File: src/rtl/alu_sequencer.sv
// Multi-cycle register-file sequencer driving an external combinational ALU.
// Optional Z/N flags are enabled by defining ALU_SEQUENCER_FLAGS_EN.
module alu_sequencer #(
  parameter int DATA_W = 16,
  parameter int NREGS  = 8,
  localparam int RW    = $clog2(NREGS)
) (
  input  logic              clock,
  input  logic              reset,
  input  logic              instr_valid,
  output logic              instr_ready,
  input  logic [1:0]        instr_op,
  input  logic [RW-1:0]     instr_rx,
  input  logic [RW-1:0]     instr_ry,
  input  logic [DATA_W-1:0] instr_imm,
  output logic [DATA_W-1:0] alu_a,
  output logic [DATA_W-1:0] alu_b,
  output logic [1:0]        alu_op,
  input  logic [DATA_W-1:0] alu_r,
  output logic              done,
  input  logic [RW-1:0]     rd_sel,
  output logic [DATA_W-1:0] rd_data
`ifdef ALU_SEQUENCER_FLAGS_EN
  ,
  output logic              flag_z,
  output logic              flag_n
`endif
);

  typedef enum logic [1:0] {
    IDLE  = 2'd0,
    FETCH = 2'd1,
    EXEC  = 2'd2,
    WB    = 2'd3
  } state_t;

  localparam logic [1:0] OP_LI = 2'b11;

  state_t state_q, state_d;

  logic [DATA_W-1:0] regs_q [NREGS];
  logic [DATA_W-1:0] a_q;
  logic [DATA_W-1:0] b_q;
  logic [DATA_W-1:0] res_q;
  logic [1:0]        op_q;
  logic [RW-1:0]     rx_q;
  logic [RW-1:0]     ry_q;

`ifdef ALU_SEQUENCER_FLAGS_EN
  logic z_q;
  logic n_q;
  assign flag_z = z_q;
  assign flag_n = n_q;
`endif

  assign alu_a   = a_q;
  assign alu_b   = b_q;
  assign rd_data = regs_q[rd_sel];

  // Next state and per-state outputs; ALU idles with op 11 outside EXEC
  always_comb begin
    state_d     = state_q;
    instr_ready = 1'b0;
    alu_op      = 2'b11;
    done        = 1'b0;
    unique case (state_q)
      IDLE: begin
        instr_ready = 1'b1;
        if (instr_valid) begin
          state_d = (instr_op == OP_LI) ? WB : FETCH;
        end
      end
      FETCH: state_d = EXEC;
      EXEC: begin
        alu_op  = op_q;
        state_d = WB;
      end
      WB: begin
        done    = 1'b1;
        state_d = IDLE;
      end
      default: state_d = IDLE;
    endcase
  end

  // State register plus datapath; reset wins over any handshake
  always_ff @(posedge clock) begin
    if (reset) begin
      state_q <= IDLE;
      a_q     <= '0;
      b_q     <= '0;
      res_q   <= '0;
      op_q    <= OP_LI;
      rx_q    <= '0;
      ry_q    <= '0;
      for (int i = 0; i < NREGS; i++) begin
        regs_q[i] <= '0;
      end
`ifdef ALU_SEQUENCER_FLAGS_EN
      z_q <= 1'b0;
      n_q <= 1'b0;
`endif
    end else begin
      state_q <= state_d;
      unique case (state_q)
        IDLE: begin
          if (instr_valid) begin
            op_q <= instr_op;
            rx_q <= instr_rx;
            ry_q <= instr_ry;
            if (instr_op == OP_LI) begin
              res_q <= instr_imm;
            end
          end
        end
        FETCH: begin
          a_q <= regs_q[rx_q];
          b_q <= regs_q[ry_q];
        end
        EXEC: res_q <= alu_r;
        WB: begin
          regs_q[rx_q] <= res_q;
`ifdef ALU_SEQUENCER_FLAGS_EN
          if (op_q != OP_LI) begin
            z_q <= (res_q == '0);
            n_q <= res_q[DATA_W-1];
          end
`endif
        end
        default: ;
      endcase
    end
  end

endmodule

File: config.mk
export PLATFORM = sky130hd
export DESIGN_NAME = alu_sequencer
export DESIGN_NICKNAME = d
export VERILOG_FILES = /design/src/rtl/alu_sequencer.sv
export SDC_FILE = /design/constraint.sdc
export NUM_CORES = 1
export LEC_CHECK = 0
export CAP_MARGIN = 5
export CELL_PAD_IN_SITES_DETAIL_PLACEMENT = 1
export CELL_PAD_IN_SITES_GLOBAL_PLACEMENT = 2
export CORE_MARGIN = 5
export CORE_UTILIZATION = 44
export CTS_BUF_LIST = sky130_fd_sc_hd__clkbuf_8
export CTS_CLUSTER_DIAMETER = 30
export CTS_CLUSTER_SIZE = 10
export DETAILED_ROUTE_END_ITERATION = 10
export HOLD_SLACK_MARGIN = 0.15
export PLACE_DENSITY_LB_ADDON = 0.25
export SYNTH_ARGS = -nofsm -noshare
export SYNTH_HDL_FRONTEND = slang
export SYNTH_SLANG_ARGS = --single-unit
File: constraint.sdc
create_clock -name clock -period 7.4 [get_ports clock]
set_input_delay 2.22 -clock clock [delete_from_list [all_inputs] [get_ports clock]]
set_output_delay 2.22 -clock clock [all_outputs]
set_load 0.02 [all_outputs]
==> impl_metrics.ini, run 1 <==
[final_layout]
layoutNonFillerInstCount = 1187
drive_gt1_share_pct = 19.6
nets = 941
multi_input_area_um2 = 4840
area_growth_pct = 14.1
n_fill_cell = 2359
diodes = 0
regArea_um2 = 5010
stdcell_area_um2 = 11600
fin_util_pct = 51.3

[timing]
rsz0062_at_grt = false
fin_worst_skew_ps = 15.0
clock.fmax_ghz = 0.151
setup_tns_ps = 0
finalHoldViolations = 0
whs_ps = 479
max_slew.worst_pin.slew_ps = 1170
slew_violations = 0
setup_viol_count_final = 0
fin_crit_ps = 6620
slew-limit-headroom_pct = 22.2
finalCritPeriodShare_pct = 89.4

[logic_synthesis]
synth_edf_count = 128
synthFlopType = edfxtp_1
synth_area_leaders = edfxtp_1 38%, dfxtp_1 11%, mux4_2 8.8%
syn-cell-area_um2 = 10200
synth.avg_cell_area_um2 = 12.4
post-synth-top-area-cell = edfxtp_1
postSynth.asyncResetShare_pct = 0
synth.top_cell.area_share_pct = 37.7
synth_seq_cells = 186
synth_cell_type_count = 45
synth_cells = 821
yosysSeqAreaShare_pct = 49.0
yosys_warnings = 0
synth_nets = 873

[hold_path]
whs_endpoint = op_q[0]
hold_class = reg -> reg
hold_path_depth = 2
min_from = op_q[0]

[detailed_routing]
vias = 7263
first_pass_iters = 5
drc_errors = 0
wl_per_cell_um = 26.1
drt_first_iter_violations = 494
routed_wl_mm = 30.9
vias_per_cell = 6.12
ant_nets = 0

[global_route]
grt.met2_usage_pct = 39.3
antenna_found_initial = 0
grt_max_degree = 66
grt_util_met3_pct = 4.19
top_usage_layer = met2
first_global_vias = 7793
overflow = 0
gr-usage-all-layers_pct = 24.0
groute.layer.met1.usage_pct = 32.1
grt_pass1_wl_mm = 47.8

[cts]
cts_resized = 0
holdBufCountCts = 0
cts_tree = done
cts.sinks = 186
cts_buffers = 17
cts_setup_buffers = 0
h-tree-depth = 4
clk_latency_ps = 460
cts.clk_slew.worst_paths_ps = 100
cts_buffer_depth = 2
cts_root_buf = clkbuf_8

[job]
maxCapViolations = 0

[worst_setup_path]
cp_top_family = buffers and inverters
start_kind = input port
critPathRequiredTime_ps = 5180
critical_path_buf_inv_count = 3
reg2regPathDepth = 4
crit_path_frequent_cell = clkdlybuf4s50_1
r2r_start = rx_q[1]
crit_type = in -> out
r2r_setup_slack_ps = 4560
crit_fanout = 32
critPathSlowestCell = clkdlybuf4s50_1
crit_chain = clkdlybuf4s50_1 -> buf_4 -> mux4_2 -> mux2_2 -> clkdlybuf4s50_1
startpoint = rd_sel[1]
end_kind = output port
r2r_end = regs_q[3][3]
cp_slowest_stage_delay_ps = 560
arrival_ps = 4400

[place]
gp_congestion = 0.835
dp_cells = 1155
place_area_um2 = 11300
portBuffers = 97
dp_hpwl_mm = 21.0

[die]
die_h_um = 162
initial_core_util_pct = 44.9
pin_count = 98
core_um2 = 22700
row_count = 55
die_w_um = 162
die_area_um2 = 26300

[pwr]
internal-power_uw = 1820
p_sw_uw = 987
leakagePower_uw = 0.00396
comb_power_share_pct = 30.6
p_per_area_nw_per_um2 = 241
peakVddDrop_uv = 163
clkPwrFrac_pct = 21.9
seqPwrFrac_pct = 47.5
sw_frac_of_total_pct = 35.1

[status]
status = completed
## state kept, by name, summed over array words and instances (netlist names)
signal / count
op_q: 2
rx_q: 3
regs_q: 128
state_q: 2
alu_a: 16
alu_b: 16
ry_q: 3
res_q: 16
## area by class of cell
type / instances / area share [%]
inverter: 4 / 0.129
timing repair buffer: 113 / 9.39
sequential: 186 / 43.0
clock buffer: 17 / 2.01
tap: 285 / 3.06
clock inverter: 15 / 0.881
multi-input combinational: 567 / 41.5
## logic make-up (layout without fill, tap and decap cells)
| family | after synthesis | in the layout | synth area share, % |
|---|---|---|---|
| AOI/OAI and AO/OA | 124 | 124 | 9.71 |
| adders and majority gates | 6 | 6 | 0.736 |
| buffers and inverters | 68 | 149 | 3.67 |
| DFF | 186 | 186 | 49.0 |
| muxes | 175 | 175 | 22.8 |
| and+or+nand+nor | 262 | 262 | 14.1 |
## worst register-to-register path: stages, from the launching register on
cell and delay, ps:
dfxtp_2 830, nand3b_1 300, nor2_1 600, buf_4 290
or2_2 450
## synthesized netlist by cell type (2+ instances only)
master and number:
a211oi_1 41, edfxtp_1 128, nor2b_1 11, o2111ai_1 2, nor2_1 59, dfxtp_1 58
a22oi_1 10, o21bai_1 4, o21ai_0 5, nor3_1 5, buf_1 3, mux2_2 58
and2_1 130, nand3b_1 3, a21oi_1 10, inv_1 4, buf_2 13, clkbuf_1 32
a32oi_1 2, a2111oi_0 2, mux4_2 40, nand3_1 2, o211ai_1 3, o221a_2 4
buf_4 5, ha_1 6, mux2i_1 77, a221o_1 11, a211oi_2 10, buf_6 4
buf_8 3, o221ai_1 8, o22ai_1 11, or2_2 8, nor4_1 2, clkbuf_2 3
nand2_1 29, nand2b_1 8
## routing by layer
metal | vias up | part of all wire, %
li1 | 3238 | -
met1 | 3705 | 44
met2 | 265 | 48
met3 | 55 | 5.8
met4 | 0 | 2.8
met5 | - | 0
## cells in the final DEF (no fill, tap or decap), types with 11 or more instances in the layout
cell,instances
a221o_1,11
edfxtp_1,128
nand2_1,29
mux4_2,40
a211oi_1,41
nor2_1,58
buf_4,15
mux2i_1,77
clkbuf_8,17
dfxtp_1,56
and2_1,130
clkdlybuf4s50_1,95
mux2_2,58
## metrics by stage
| stage | setup slack (ps) | power (uW) |
|---|---|---|
| final | 785 | 2810 |
| after global routing | 742 | 2940 |
| after CTS | 803 | 2820 |
| after detailed placement | 805 | 2220 |
| after global placement | 868 | 2190 |
| after floorplan | 1600 | 1880 |
## worst max path at each step
stage                        endpoint  slack (ps)  depth (start not counted)
after floorplan            rd_data[0]        1600                          4
after global placement    rd_data[11]         870                          5
after CTS                  rd_data[0]         800                          5
after global routing      rd_data[11]         740                          5
after detailed placement   rd_data[0]         800                          5
final                      rd_data[0]         780                          5
## power groups by stage
| stage | Sequential (uW) | Clock (uW) | Combinational (uW) |
|---|---|---|---|
| after CTS | 1330 | 623 | 862 |
| after global placement | 1350 | 0 | 841 |
| final | 1330 | 614 | 860 |
| after detailed placement | 1360 | 0 | 859 |
| after floorplan | 1360 | 0 | 511 |
| after global routing | 1350 | 669 | 926 |
Power figures use the tool's default switching activity.
==> run 2: changes to the inputs <==
--- a/config.mk
+++ b/config.mk
@@ -16,6 +16,7 @@
 export DETAILED_ROUTE_END_ITERATION = 10
 export HOLD_SLACK_MARGIN = 0.15
 export PLACE_DENSITY_LB_ADDON = 0.25
+export SETUP_SLACK_MARGIN = 0.02
 export SYNTH_ARGS = -nofsm -noshare
 export SYNTH_HDL_FRONTEND = slang
 export SYNTH_SLANG_ARGS = --single-unit
==> results of run 2 <==
No change in the layout: final DEF, timing and power equal those of run 1.
==> run 3: changes to the inputs <==
==> constraint.sdc (replaced) <==
create_clock -name clock -period 7.4 [get_ports clock]
set_input_delay 2.22 -clock clock [delete_from_list [all_inputs] [get_ports clock]]
set_output_delay 2.22 -clock clock [all_outputs]
set_load 0.05 [all_outputs]
==> run 3 against run 2 <==
  * Sequential power hardly changed
  * Final area is 0.45% higher
  * First-iteration DRC count is 37% higher
  * Highest routed layer unchanged
  * Critical endpoint is now rd_data[12]
  * Cell count hardly changed
  * Largest cell class unchanged
  * Flip-flop and latch count stayed put
  * Via count is 0.54% higher
  * Fmax is 5.9% higher
  * Global-route usage hardly changed
  * Total power is 9.4% higher
  * Die area stayed put
  * Critical path type unchanged
  * Core utilization is 0.23 points higher
==> impl_metrics.ini, run 3 (synthesis gave the netlist of run 1 again) <==
[worst_setup_path]
r2r_setup_slack_ps = 4410
end_kind = output port
reg2regPathDepth = 4
crit_type = in -> out
start_kind = input port
critPathRequiredTime_ps = 5180
arrival_ps = 4030
r2r_end = regs_q[3][13]
r2r_start = rx_q[1]
crit_fanout = 17

[cts]
cts_buffer_depth = 2
cts_buffers = 17
holdBufCountCts = 0
h-tree-depth = 4
cts.clk_slew.worst_paths_ps = 100
cts_root_buf = clkbuf_8
cts_setup_buffers = 0
clk_latency_ps = 480
cts_tree = done
cts_resized = 0
cts.sinks = 186

[detailed_routing]
drc_errors = 0
route.met2.wl_mm = 15.3
highest_layer = met4
routed_wl_mm = 31.5
ant_nets = 0
routed-wl-met3_mm = 1.80
wl_per_cell_um = 26.5
vias_per_cell = 6.15
drt_first_iter_violations = 679
first_pass_iters = 5
wl_met1_mm = 13.6
vias = 7302

[pwr]
clkPwrFrac_pct = 24.1
internal-power_uw = 1930
seqPwrFrac_pct = 43.6
comb_power_share_pct = 32.3
p_per_area_nw_per_um2 = 263
leakagePower_uw = 0.00403
peakVddDrop_uv = 169
p_sw_uw = 1150
sw_frac_of_total_pct = 37.3

[hold_path]
whs_endpoint = op_q[0]
min_from = op_q[0]
hold_path_depth = 2
hold_class = reg -> reg

[final_layout]
fin_util_pct = 51.5
multi_input_area_um2 = 4840
final_cell_mix = 130 x and2_1, 128 x edfxtp_1, 79 x clkdlybuf4s50_1
n_fill_cell = 2319
area_growth_pct = 14.7
drive_gt1_share_pct = 21.7
final_common_cell = and2_1
largest_register = regs_q
diodes = 0
nets = 942
regArea_um2 = 5010
largest_reg_flops = 128

[die]
row_count = 55
core_um2 = 22700
initial_core_util_pct = 44.9
die_h_um = 162
die_w_um = 162
die_area_um2 = 26300
pin_count = 98

[timing]
fin_crit_ps = 6250
slew_violations = 0
finalHoldViolations = 0
finalCritPeriodShare_pct = 84.4
setup_viol_count_final = 0
max_slew.worst_pin.slew_ps = 1140
slew-limit-headroom_pct = 23.7
worst_slack_ps = 1150
whs_ps = 488
clock.fmax_ghz = 0.160
fin_worst_skew_ps = 12.1
rsz0062_at_grt = false
setup_tns_ps = 0

[global_route]
antenna_found_initial = 0
first_global_vias = 7798
gr-usage-all-layers_pct = 24.0
grt_pass1_wl_mm = 47.5
grt_max_degree = 66
overflow = 0

[status]
status = completed

[place]
gp_congestion = 0.875
post-place-ws_ps = 1130
portBuffers = 97
dp_hpwl_mm = 21.0

[job]
maxCapViolations = 0
-- run 3: worst max path at each step --
stage / start / end / slack, ps / cells past startpoint
2_1_floorplan: rd_sel[0] / rd_data[0] / 1530 / 4
5_1_grt: rd_sel[0] / rd_data[12] / 1050 / 5
3_5_place_dp: rd_sel[0] / rd_data[12] / 1130 / 5
4_1_cts: rd_sel[0] / rd_data[12] / 1130 / 5
6_report: rd_sel[0] / rd_data[12] / 1150 / 5
3_3_place_gp: rd_sel[0] / rd_data[5] / 1180 / 5
-- run 3: power groups by stage --
stage	Sequential, uW	Combinational, uW	Clock [uW]
finish	1340	994	739
detailed placement	1360	993	0
CTS	1340	998	753
floorplan	1480	543	0
global placement	1350	972	0
global route	1360	1050	791
-- run 3: worst max-delay path, stage by stage --
cell	delay [ps]
buf_2	510
buf_12	270
mux4_2	520
mux2_2	290
buf_4	190
-- run 3: area by class of cell --
class	count	area share, %
Multi-Input combinational cell	567	41.4
Tap cell	285	3.05
Clock inverter	15	1.60
Clock buffer	17	2.00
Sequential cell	186	42.8
Timing Repair Buffer	114	9.07
Inverter	4	0.128
-- run 3: metal layers --
| metal | up-vias | global-route usage [%] |
|---|---|---|
| met1 | 3716 | 31.5 |
| met4 | 0 | 8.19 |
| li1 | 3234 | - |
| met2 | 294 | 41.0 |
| met5 | - | 0 |
| met3 | 58 | 3.37 |
-- run 3: metrics by stage --
| step | area [um^2] | cells | total power (uW) |
|---|---|---|---|
| final | 11700 | 1188 | 3070 |
| after detailed placement | 11300 | 1156 | 2350 |
| after CTS | 11700 | 1188 | 3090 |
| after global placement | 11300 | 1156 | 2320 |
| after floorplan | 10200 | 821 | 2020 |
| after global routing | 11700 | 1188 | 3200 |
